[src/rtl/fwd_sequencer.sv]
// Reads a buffered packet out of packet memory and emits it as an AXI-Stream frame.
// Define FWD_SEQ_STATS_EN to build the frame/byte statistics counters.
module fwd_sequencer #(
    parameter int ADDR_WIDTH = 10
) (
    input  logic                  clk,
    input  logic                  rst,
    input  logic                  ready_for_forwarder,
    input  logic [31:0]           len_to_forwarder,
    output logic [ADDR_WIDTH-1:0] forwarder_rd_addr,
    output logic                  forwarder_rd_en,
    input  logic [63:0]           forwarder_rd_data,
    output logic                  forwarder_done,
    output logic [63:0]           m_tdata,
    output logic [7:0]            m_tkeep,
    output logic                  m_tlast,
    output logic                  m_tvalid,
    input  logic                  m_tready,
    output logic [31:0]           pkt_count,
    output logic [31:0]           byte_count
);
    localparam int IW = ADDR_WIDTH - 1;
    localparam int BW = ADDR_WIDTH;
    localparam logic [31:0]   MAX_LEN   = 32'd8 << IW;
    localparam logic [BW-1:0] BEATS_MAX = BW'(1) << IW;

    typedef enum logic [2:0] {
        S_IDLE, S_READ, S_DRAIN, S_DONE, S_COOL
    } state_t;

    state_t        state_q, state_d;
    logic [BW-1:0] beats_q, beats_d, addr_q, addr_d, infl_idx_q;
    logic [2:0]    rem_q, rem_d;
    logic          infl_q;
    logic [1:0]    count_q, count_d;
    logic          wr_ptr_q, rd_ptr_q;

    logic [63:0]   buf_data [2];
    logic [7:0]    buf_keep [2];
    logic          buf_last [2];

    logic          over_len;
    logic [BW-1:0] beats_in;
    logic          issue, pop, valid, cap_last, head_last;
    logic [7:0]    cap_keep, head_keep;
    logic [63:0]   head_data;

    always_comb begin
        over_len = len_to_forwarder > MAX_LEN;
        beats_in = over_len ? BEATS_MAX
                            : len_to_forwarder[BW+2:3] + BW'(len_to_forwarder[2:0] != 3'd0);
    end

    // Beat returning from memory this cycle, tagged with the index of the read that fetched it.
    always_comb begin
        cap_last = (infl_idx_q == beats_q - BW'(1));
        cap_keep = (cap_last && rem_q != 3'd0) ? ((8'd1 << rem_q) - 8'd1) : 8'hFF;
    end

    // An empty buffer falls through, so the returning beat is presented in the cycle it arrives.
    always_comb begin
        valid = (count_q != 2'd0) || infl_q;
        if (count_q == 2'd0) begin
            head_data = forwarder_rd_data;
            head_keep = cap_keep;
            head_last = cap_last;
        end else begin
            head_data = buf_data[rd_ptr_q];
            head_keep = buf_keep[rd_ptr_q];
            head_last = buf_last[rd_ptr_q];
        end
        pop     = valid && m_tready;
        count_d = count_q + {1'b0, infl_q} - {1'b0, pop};
        issue   = (state_q == S_READ) && ((count_q + {1'b0, infl_q}) < 2'd2);
    end

    assign m_tvalid          = valid;
    assign m_tdata           = valid ? head_data : '0;
    assign m_tkeep           = valid ? head_keep : '0;
    assign m_tlast           = valid && head_last;
    assign forwarder_rd_en   = issue;
    assign forwarder_rd_addr = issue ? {1'b0, addr_q[IW-1:0]} : '0;

    always_comb begin
        // NOTE: every combinational output gets a default first so no path infers a latch.
        state_d        = state_q;
        beats_d        = beats_q;
        rem_d          = rem_q;
        addr_d         = addr_q;
        forwarder_done = 1'b0;
        unique case (state_q)
            S_IDLE: if (ready_for_forwarder) begin
                beats_d = beats_in;
                rem_d   = over_len ? 3'd0 : len_to_forwarder[2:0];
                addr_d  = '0;
                state_d = (len_to_forwarder == 32'd0) ? S_DONE : S_READ;
            end
            S_READ: if (issue) begin
                addr_d = addr_q + BW'(1);
                if (addr_q + BW'(1) == beats_q) state_d = S_DRAIN;
            end
            S_DRAIN: if (count_d == 2'd0) state_d = S_DONE;
            S_DONE: begin
                forwarder_done = 1'b1;
                state_d        = S_COOL;
            end
            S_COOL:  state_d = S_IDLE;
            default: state_d = S_IDLE;
        endcase
    end

    // NOTE: sequential state uses non-blocking assignments so all registers update together.
    always_ff @(posedge clk or posedge rst) begin
        if (rst) begin
            state_q    <= S_IDLE;
            beats_q    <= '0;
            rem_q      <= '0;
            addr_q     <= '0;
            infl_q     <= 1'b0;
            infl_idx_q <= '0;
            count_q    <= '0;
            wr_ptr_q   <= 1'b0;
            rd_ptr_q   <= 1'b0;
        end else begin
            state_q    <= state_d;
            beats_q    <= beats_d;
            rem_q      <= rem_d;
            addr_q     <= addr_d;
            infl_q     <= issue;
            infl_idx_q <= addr_q;
            count_q    <= count_d;
            if (infl_q) wr_ptr_q <= ~wr_ptr_q;
            if (pop)    rd_ptr_q <= ~rd_ptr_q;
        end
    end

    // NOTE: the payload storage has no reset; occupancy is reset and outputs are gated by valid.
    always_ff @(posedge clk) begin
        if (infl_q) begin
            buf_data[wr_ptr_q] <= forwarder_rd_data;
            buf_keep[wr_ptr_q] <= cap_keep;
            buf_last[wr_ptr_q] <= cap_last;
        end
    end

`ifdef FWD_SEQ_STATS_EN
    logic [31:0] pkt_q, bytes_q;
    logic [3:0]  pop_bytes;

    always_comb begin
        pop_bytes = '0;
        for (int i = 0; i < 8; i++) pop_bytes = pop_bytes + {3'b0, m_tkeep[i]};
    end

    always_ff @(posedge clk or posedge rst) begin
        if (rst) begin
            pkt_q   <= '0;
            bytes_q <= '0;
        end else if (pop) begin
            pkt_q   <= pkt_q + {31'b0, m_tlast};
            bytes_q <= bytes_q + {28'b0, pop_bytes};
        end
    end

    assign pkt_count  = pkt_q;
    assign byte_count = bytes_q;
`else
    assign pkt_count  = '0;
    assign byte_count = '0;
`endif

endmodule
[config.mk]
export PLATFORM = sky130hd
export DESIGN_NAME = fwd_sequencer
export DESIGN_NICKNAME = d
export VERILOG_FILES = /design/src/rtl/fwd_sequencer.sv
export SDC_FILE = /design/constraint.sdc
export NUM_CORES = 1
export LEC_CHECK = 0
export ABC_CLOCK_PERIOD_IN_PS = 4200
export CORE_MARGIN = 4
export CORE_UTILIZATION = 44
export DETAILED_ROUTE_END_ITERATION = 8
export GPL_TIMING_DRIVEN = 0
export PLACE_DENSITY = 0.84
export SETUP_SLACK_MARGIN = 0.1
export SLEW_MARGIN = 20
export SYNTH_ARGS = -nofsm -noshare
export SYNTH_HDL_FRONTEND = slang
export SYNTH_SLANG_ARGS = --single-unit
[constraint.sdc]
create_clock -name clk -period 4.2 [get_ports clk]
set_input_delay 0.42 -clock clk [delete_from_list [all_inputs] [get_ports clk]]
set_output_delay 0.42 -clock clk [all_outputs]
set_load 0.02 [all_outputs]
==> summary.md, run 1 <==
| Metric | Value |
|---|---|
| Root buffer cell | `clkbuf_16` |
| Req. time, crit path | `3.78 ns` |
| Max-slew violations | `0` |
| Crit-path max FO | `8` |
| Pwr dens | `687 mW/mm2` |
| Period utilization | `0.914` |
| First DRT Iteration DRCs | `403` |
| Clk_lat worst skew | `0.43 ns` |
| Final Core Density | `0.596` |
| Slew headroom | `0.482` |
| Final #Nets | `1165` |
| Hold Violations, Final | `0` |
| First-pass DRT Iterations | `5` |
| Sequential share of the synthesized area | `0.579` |
| Warnings from Yosys | `0` |
| Port Buffers | `184` |
| Core Rows | `53` |
| Worst path arrival time | `3.42 ns` |
| Syn Std Cell Area | `0.00934 mm2` |
| Status | `completed` |
| RSZ-0062 raised after global routing | `false` |
| Power Total | `8.58 mW` |
| WS Path Type | `reg -> out` |
| Die area | `0.0236 mm2` |
| First-pass GRT wire length | `35100 um` |
| CTS H-tree lvls | `4` |
| Synth Instances | `783` |
| Fin Hold WS | `0.213 ns` |
| Max_cap viols | `0` |
| Global Route Usage Sum | `0.185` |
| Core area | `0.0210 mm2` |
| Slack of the critical path | `0.362 ns` |
| Initial core utilization | `0.446` |
| Setup crit start kind | `register` |
| Antenna cells | `0` |
| CTS tree | `yes` |
| RD Place Congestion | `0.868` |
| Drt via density | `5.11` |
| Area grow syn2layout | `33.8%` |
| Post-synth top area share | `0.469` |
| Ys flop type | `edfxtp_1` |
| CP Capture Type | `output port` |
| Largest net degree at the start of global routing | `42` |
| Grt ovf | `0` |
| Highest clock rate | `261 MHz` |
| Post-Syn Area per Cell | `11.9 um2` |
| Most area-consuming cells after synthesis | `edfxtp_1 (47%), dfrtp_1 (11%), mux2i_1 (7.3%)` |
| Routed vias | `6873` |
| Ys async rst share | `0.219` |
| Yosys reg bits | `187` |
| Slew @ Worst Pin | `0.777 ns` |
| Top cell type by total area after synthesis | `edfxtp_1` |
| Worst hold path class | `in -> async` |
| Crit-path cells | `clkbuf_1 -> inv_1 -> ha_1 -> clkbuf_2 -> xnor2_1 -> a221oi_2 -> a41oi_2 -> and4bb_2 -> a22oi_1 -> clkdlybuf4s50_1` |
| Final setup fails | `0` |
| EDFF count, synth | `146` |
| CTS max path bufs | `2` |
| Placement-stage cell area | `0.0119 mm2` |
| Share of cells above drive strength 1 | `0.129` |
| Post-Route Skew | `0.0122 ns` |
| Die width | `154 um` |
| Crit path largest cell delay | `0.65 ns` |
| Pre-CTS setup slack | `0.652 ns` |
| Cell area after layout | `0.0125 mm2` |
| ANT nets after route | `0` |
| Initial antenna violation count | `0` |
| TritonCTS Buffers | `17` |
| Netlist cell types | `68` |
| Vias in the first global route | `6683` |
| Post-Route WL | `22600 um` |
| Worst VDD drop | `0.335 mV` |
| Die height | `154 um` |
| Detail Placement HPWL | `16700 um` |
| # IOs | `250` |
| Leakage Power | `4.78 nW` |
| Wire length per cell | `16.8 um` |
| Max stage delay cell, worst path | `clkdlybuf4s50_1` |
| Clock Pin Slew Worst Setup and Hold Paths | `0.07 ns` |
| DRC violations left | `0` |
| Minimum clock period | `3.84 ns` |
| # clock sinks | `187` |
metal layers:
metal  global-route usage  up-vias  part of all wire
li1                     -     3324                 -
met4               0.0538        0             0.015
met1                0.239     3281              0.43
met5                    0        -                 0
met3               0.0366       25             0.056
met2                0.317      243              0.50
cell usage in the layout, fill, tap and decap left out, types with 4 or more instances in the layout:
cell type	instances
a21oi_1	10
a22o_1	5
a31oi_1	4
and2_1	15
and3_1	6
buf_2	7
buf_4	69
clkbuf_1	33
clkbuf_16	17
clkdlybuf4s50_1	184
conb_1	67
dfrtp_1	41
edfxtp_1	146
ha_1	7
inv_1	8
inv_8	5
mux2_2	5
mux2i_1	68
nand2_1	31
nand3_1	80
nand4_1	8
nor2_1	24
nor3_1	12
nor3b_1	7
nor4_1	9
o21ai_0	82
o21ai_1	4
o31ai_1	4
xnor2_1	22
xor2_1	15
cell usage after synthesis (4+ instances only):
library cell and n:
buf_4 66, a31oi_1 4, o31ai_1 4, and3_1 6, nor3_1 12, nand3_1 80, mux2_2 5, nor3b_1 7
ha_1 7, o21ai_0 82, nand4_1 8, buf_2 7, inv_1 9, xor2_1 15, xnor2_1 22, nand2_1 31
edfxtp_1 146, dfrtp_1 41, nor4_1 9, mux2i_1 68, a22o_1 5, and2_1 16, a21oi_1 10, o21ai_1 4
clkbuf_1 35, nor2_1 24
area by class of cell:
cell class / count / area [um2]
fillers: 1750 / 8460
flip-flops and latches: 187 / 5410
multi-input cells: 537 / 3450
repair buffers: 192 / 1990
plain buffers: 113 / 698
clock buffers: 17 / 425
well taps: 275 / 344
clock inverters: 14 / 148
inverters: 10 / 37.5
what timing repair did:
action / CTS / global route
endpoints found under the hold margin: 0 / 0
buffers inserted: 0 / 3
setup endpoints to repair: 0 / 4
gates resized for setup: 0 / 2
hold buffers: 0 / 0
cells by family after synthesis:
| kind of cell | after synthesis | share of synthesized area |
|---|---|---|
| buf+inv | 124 | 0.0790 |
| other cells | 2 | 0.000804 |
| fa+ha+maj | 7 | 0.00937 |
| simple gates | 217 | 0.125 |
| xor+xnor | 37 | 0.0347 |
| compound gates | 136 | 0.0931 |
| mux | 73 | 0.0789 |
| flops | 187 | 0.579 |
worst max-delay path: cells and delay by family (launching register included):
kind | cells | cell delay [ns]
AOI/OAI and AO/OA | 3 | 0.68
buffers and inverters | 4 | 1.30
and+or+nand+nor | 1 | 0.28
DFF | 1 | 0.32
xor gates and xnor gates | 1 | 0.22
adders and majority gates | 1 | 0.19
metrics by stage:
step	TNS (ns)	std cells
after floorplan	0	848
after global placement	-72.59	1307
after detailed placement	0	1312
after CTS	0	1343
after global routing	0	1345
final	0	1345
final timing paths:
kind | depth (start not counted) | end | from | slack [ns]
worst max-delay path | 10 | m_tkeep[4] | beats_q[1]$_DFFE_PP0P_ | 0.36
worst min-delay path | 2 | addr_q[9]$_DFFE_PP0P_ | rst | 0.21
worst max register to register | 6 | buf_data[0][48]$_DFFE_PP_ | infl_q$_DFF_PP0_ | 1.29
worst min register to register | 0 | infl_idx_q[3]$_DFF_PP0_ | addr_q[3]$_DFFE_PP0P_ | 0.39
max in group asynchronous | 3 | rem_q[0]$_DFFE_PP0P_ | rst | 3.56
min in group clk | 0 | infl_idx_q[3]$_DFF_PP0_ | addr_q[3]$_DFFE_PP0P_ | 0.39
power by group:
part           internal, mW  switching, mW
clock network         0.792          0.762
logic                  1.77           2.54
registers              2.57          0.156
registers in the layout (all words and copies together), names as in the netlist, 2 cells and up:
signal and count:
buf_data 128, buf_keep 16, addr_q 10, beats_q 10, infl_idx_q 10, rem_q 3
state_q 3, buf_last 2, count_q 2
No activity file was read; power rests on OpenSTA's default activity.
==> run 2: changes to the inputs <==
PLACE_DENSITY = 0.76   (was 0.84)
==> summary.md, run 2 (synthesis results as in run 1) <==
| Metric | Value |
|---|---|
| Status | `completed` |
| Drt via density | `5.12 (+0.21%)` |
| Global Route Usage Sum | `0.185 (+0.000711)` |
| Crit-path max FO | `10 (+2)` |
| Share of cells above drive strength 1 | `0.126 (-0.00257)` |
| Worst reg2reg path endpoint | `buf_keep[1][4]$_DFFE_PP_` |
| Grt ovf | `0 (unchanged)` |
| Die width | `154 um (unchanged)` |
| Req. time, crit path | `3.78 ns (about the same)` |
| DRC violations left | `0 (unchanged)` |
| CTS max path bufs | `2 (unchanged)` |
| Port Buffers | `184 (unchanged)` |
| Max reg flops | `128 (unchanged)` |
| R2R Path Start | `beats_q[1]$_DFFE_PP0P_` |
| Internal power | `5.14 mW (+0.37%)` |
| Multi-input gate area | `0.00345 mm2 (unchanged)` |
| Pwr dens | `687 mW/mm2 (about the same)` |
| Post-Route Skew | `0.0130 ns (+0.000809 ns)` |
| Setup crit start kind | `register` |
| Slew headroom | `0.499 (+0.0174)` |
| Highest clock rate | `257 MHz (-1.2%)` |
| Core Rows | `53 (unchanged)` |
| Worst VDD drop | `0.355 mV (+6.1%)` |
| # clock sinks | `187 (unchanged)` |
| Worst hold path class | `in -> async` |
| RD Place Congestion | `0.855 (-1.6%)` |
| CTS H-tree lvls | `4 (unchanged)` |
| CTS tree | `yes` |
| Antenna cells | `0 (unchanged)` |
| Leakage Power | `4.78 nW (about the same)` |
| Most frequent cells in the layout | `clkdlybuf4s50_1 (184), edfxtp_1 (146), o21ai_0 (82)` |
| Filler cells | `1765 (+0.86%)` |
| First-pass GRT wire length | `35200 um (+0.35%)` |
| Die area | `0.0236 mm2 (unchanged)` |
| Die height | `154 um (unchanged)` |
| # IOs | `250 (unchanged)` |
| Max-slew violations | `0 (unchanged)` |
| Post-Route WL | `22200 um (-1.9%)` |
| Wire length per cell | `16.5 um (-1.7%)` |
| TritonCTS Buffers | `17 (unchanged)` |
| FF+latch area | `0.00541 mm2 (unchanged)` |
| Power Total | `8.59 mW (about the same)` |
| Routed vias | `6877 (+0.058%)` |
| Max_cap viols | `0 (unchanged)` |
| Initial antenna violation count | `0 (unchanged)` |
| Minimum clock period | `3.89 ns (+0.0470 ns)` |
| Switching Share | `0.401 (-0.00170)` |
| Vias in the first global route | `6766 (+1.2%)` |
| Commonest non-fill, non-tap cell in the layout | `clkdlybuf4s50_1` |
| Biggest register | `buf_data` |
| Worst r2r path cells | `9 (+3)` |
| Clock Pin Slew Worst Setup and Hold Paths | `0.08 ns (about the same)` |
| First DRT Iteration DRCs | `395 (-2.0%)` |
| Area grow syn2layout | `33.8% (about the same)` |
| Fin Hold WS | `0.233 ns (+0.0205 ns)` |
| Final setup fails | `0 (unchanged)` |
| WS Path Type | `reg -> out` |
| Period utilization | `0.925 (+0.0112)` |
| Critical Path Sink | `m_tkeep[5]` |
| Worst Setup SP | `beats_q[1]$_DFFE_PP0P_` |
| Root buffer cell | `clkbuf_16` |
| ANT nets after route | `0 (unchanged)` |
| Initial core utilization | `0.446 (unchanged)` |
| Hold Violations, Final | `0 (unchanged)` |
| Detail Placement HPWL | `16100 um (-3.8%)` |
| Largest net degree at the start of global routing | `44 (+4.8%)` |
| Final #Nets | `1162 (-0.26%)` |
| Top Registers | `buf_data x128, buf_keep x16` |
| Switch Pwr | `3.45 mW (-0.34%)` |
| Slew @ Worst Pin | `0.751 ns (-0.0261 ns)` |
| Reg2Reg Setup Slack | `1.41 ns (+0.12 ns)` |
| Clk_lat worst skew | `0.44 ns (about the same)` |
| Setup Fix Bufs, Post-CTS | `0 (unchanged)` |
| Clk pwr share | `0.185 (+0.004)` |
| Worst path arrival time | `3.47 ns (+0.05 ns)` |
| Flop pwr share | `0.317 (about the same)` |
| CP Capture Type | `output port` |
| Comb power frac | `0.498 (-0.004)` |
| First-pass DRT Iterations | `5 (unchanged)` |
| Core area | `0.0210 mm2 (unchanged)` |
| RSZ-0062 raised after global routing | `false` |
run 2: timing repair:
action	CTS	global route
endpoints found under the hold margin	0	0
hold buffers	0	0
resized for setup	0	2
setup endpoints to repair	0	4
run 2: worst min path at each step:
stage / slack [ns] / startpoint / to / cells after the start
2_1_floorplan: 0.35 / addr_q[3]$_DFFE_PP0P_ / infl_idx_q[3]$_DFF_PP0_ / 0
3_3_place_gp: 0.35 / addr_q[3]$_DFFE_PP0P_ / infl_idx_q[3]$_DFF_PP0_ / 0
3_5_place_dp: 0.36 / addr_q[3]$_DFFE_PP0P_ / infl_idx_q[3]$_DFF_PP0_ / 0
4_1_cts: 0.23 / rst / addr_q[1]$_DFFE_PP0P_ / 2
5_1_grt: 0.26 / rst / addr_q[1]$_DFFE_PP0P_ / 2
6_report: 0.23 / rst / addr_q[6]$_DFFE_PP0P_ / 2
run 2: layout make-up:
class | count | share of cell area
inverter | 10 | 0.00300
timing repair buffer | 189 | 0.157
buffer | 113 | 0.0558
clock inverter | 14 | 0.0137
multi-input combinational | 537 | 0.276
clock buffer | 18 | 0.0343
sequential | 187 | 0.433
tap | 275 | 0.0275
run 2: through the flow:
stage               instances  setup WS (ns)  utilization  setup TNS, ns  area [um2]
finish                   1343          0.315        0.597              0       12500
global route             1343          0.116        0.597              0       12500
CTS                      1344          0.186        0.597              0       12500
detailed placement       1312          0.680        0.568              0       11900
global placement         1307         -0.606        0.562         -63.67       11800
floorplan                 848          0.957            -              0        9590
run 2: critical path, stage by stage, from the launching register on:
cell             delay (ns)
dfrtp_1                0.32
clkbuf_1               0.37
inv_1                  0.09
ha_1                   0.19
clkbuf_2               0.17
o21ba_1                0.22
a221oi_2               0.28
a41oi_2                0.14
a211oi_4               0.51
a31oi_1                0.17
clkdlybuf4s50_1        0.57
run 2: power groups by stage:
stage | Sequential (mW) | Clock, mW | Combinational (mW)
3_5_place_dp | 2.76 | 0 | 4.30
5_1_grt | 2.77 | 1.70 | 4.59
4_1_cts | 2.73 | 1.62 | 4.32
2_1_floorplan | 2.75 | 0 | 2.42
6_report | 2.72 | 1.59 | 4.28
3_3_place_gp | 2.80 | 0 | 4.15
run 2: metal layers:
metal	share of wire	track usage
met2	0.50	0.315
met1	0.41	0.244
met5	0	0
met4	0.016	0.0559
met3	0.073	0.0346
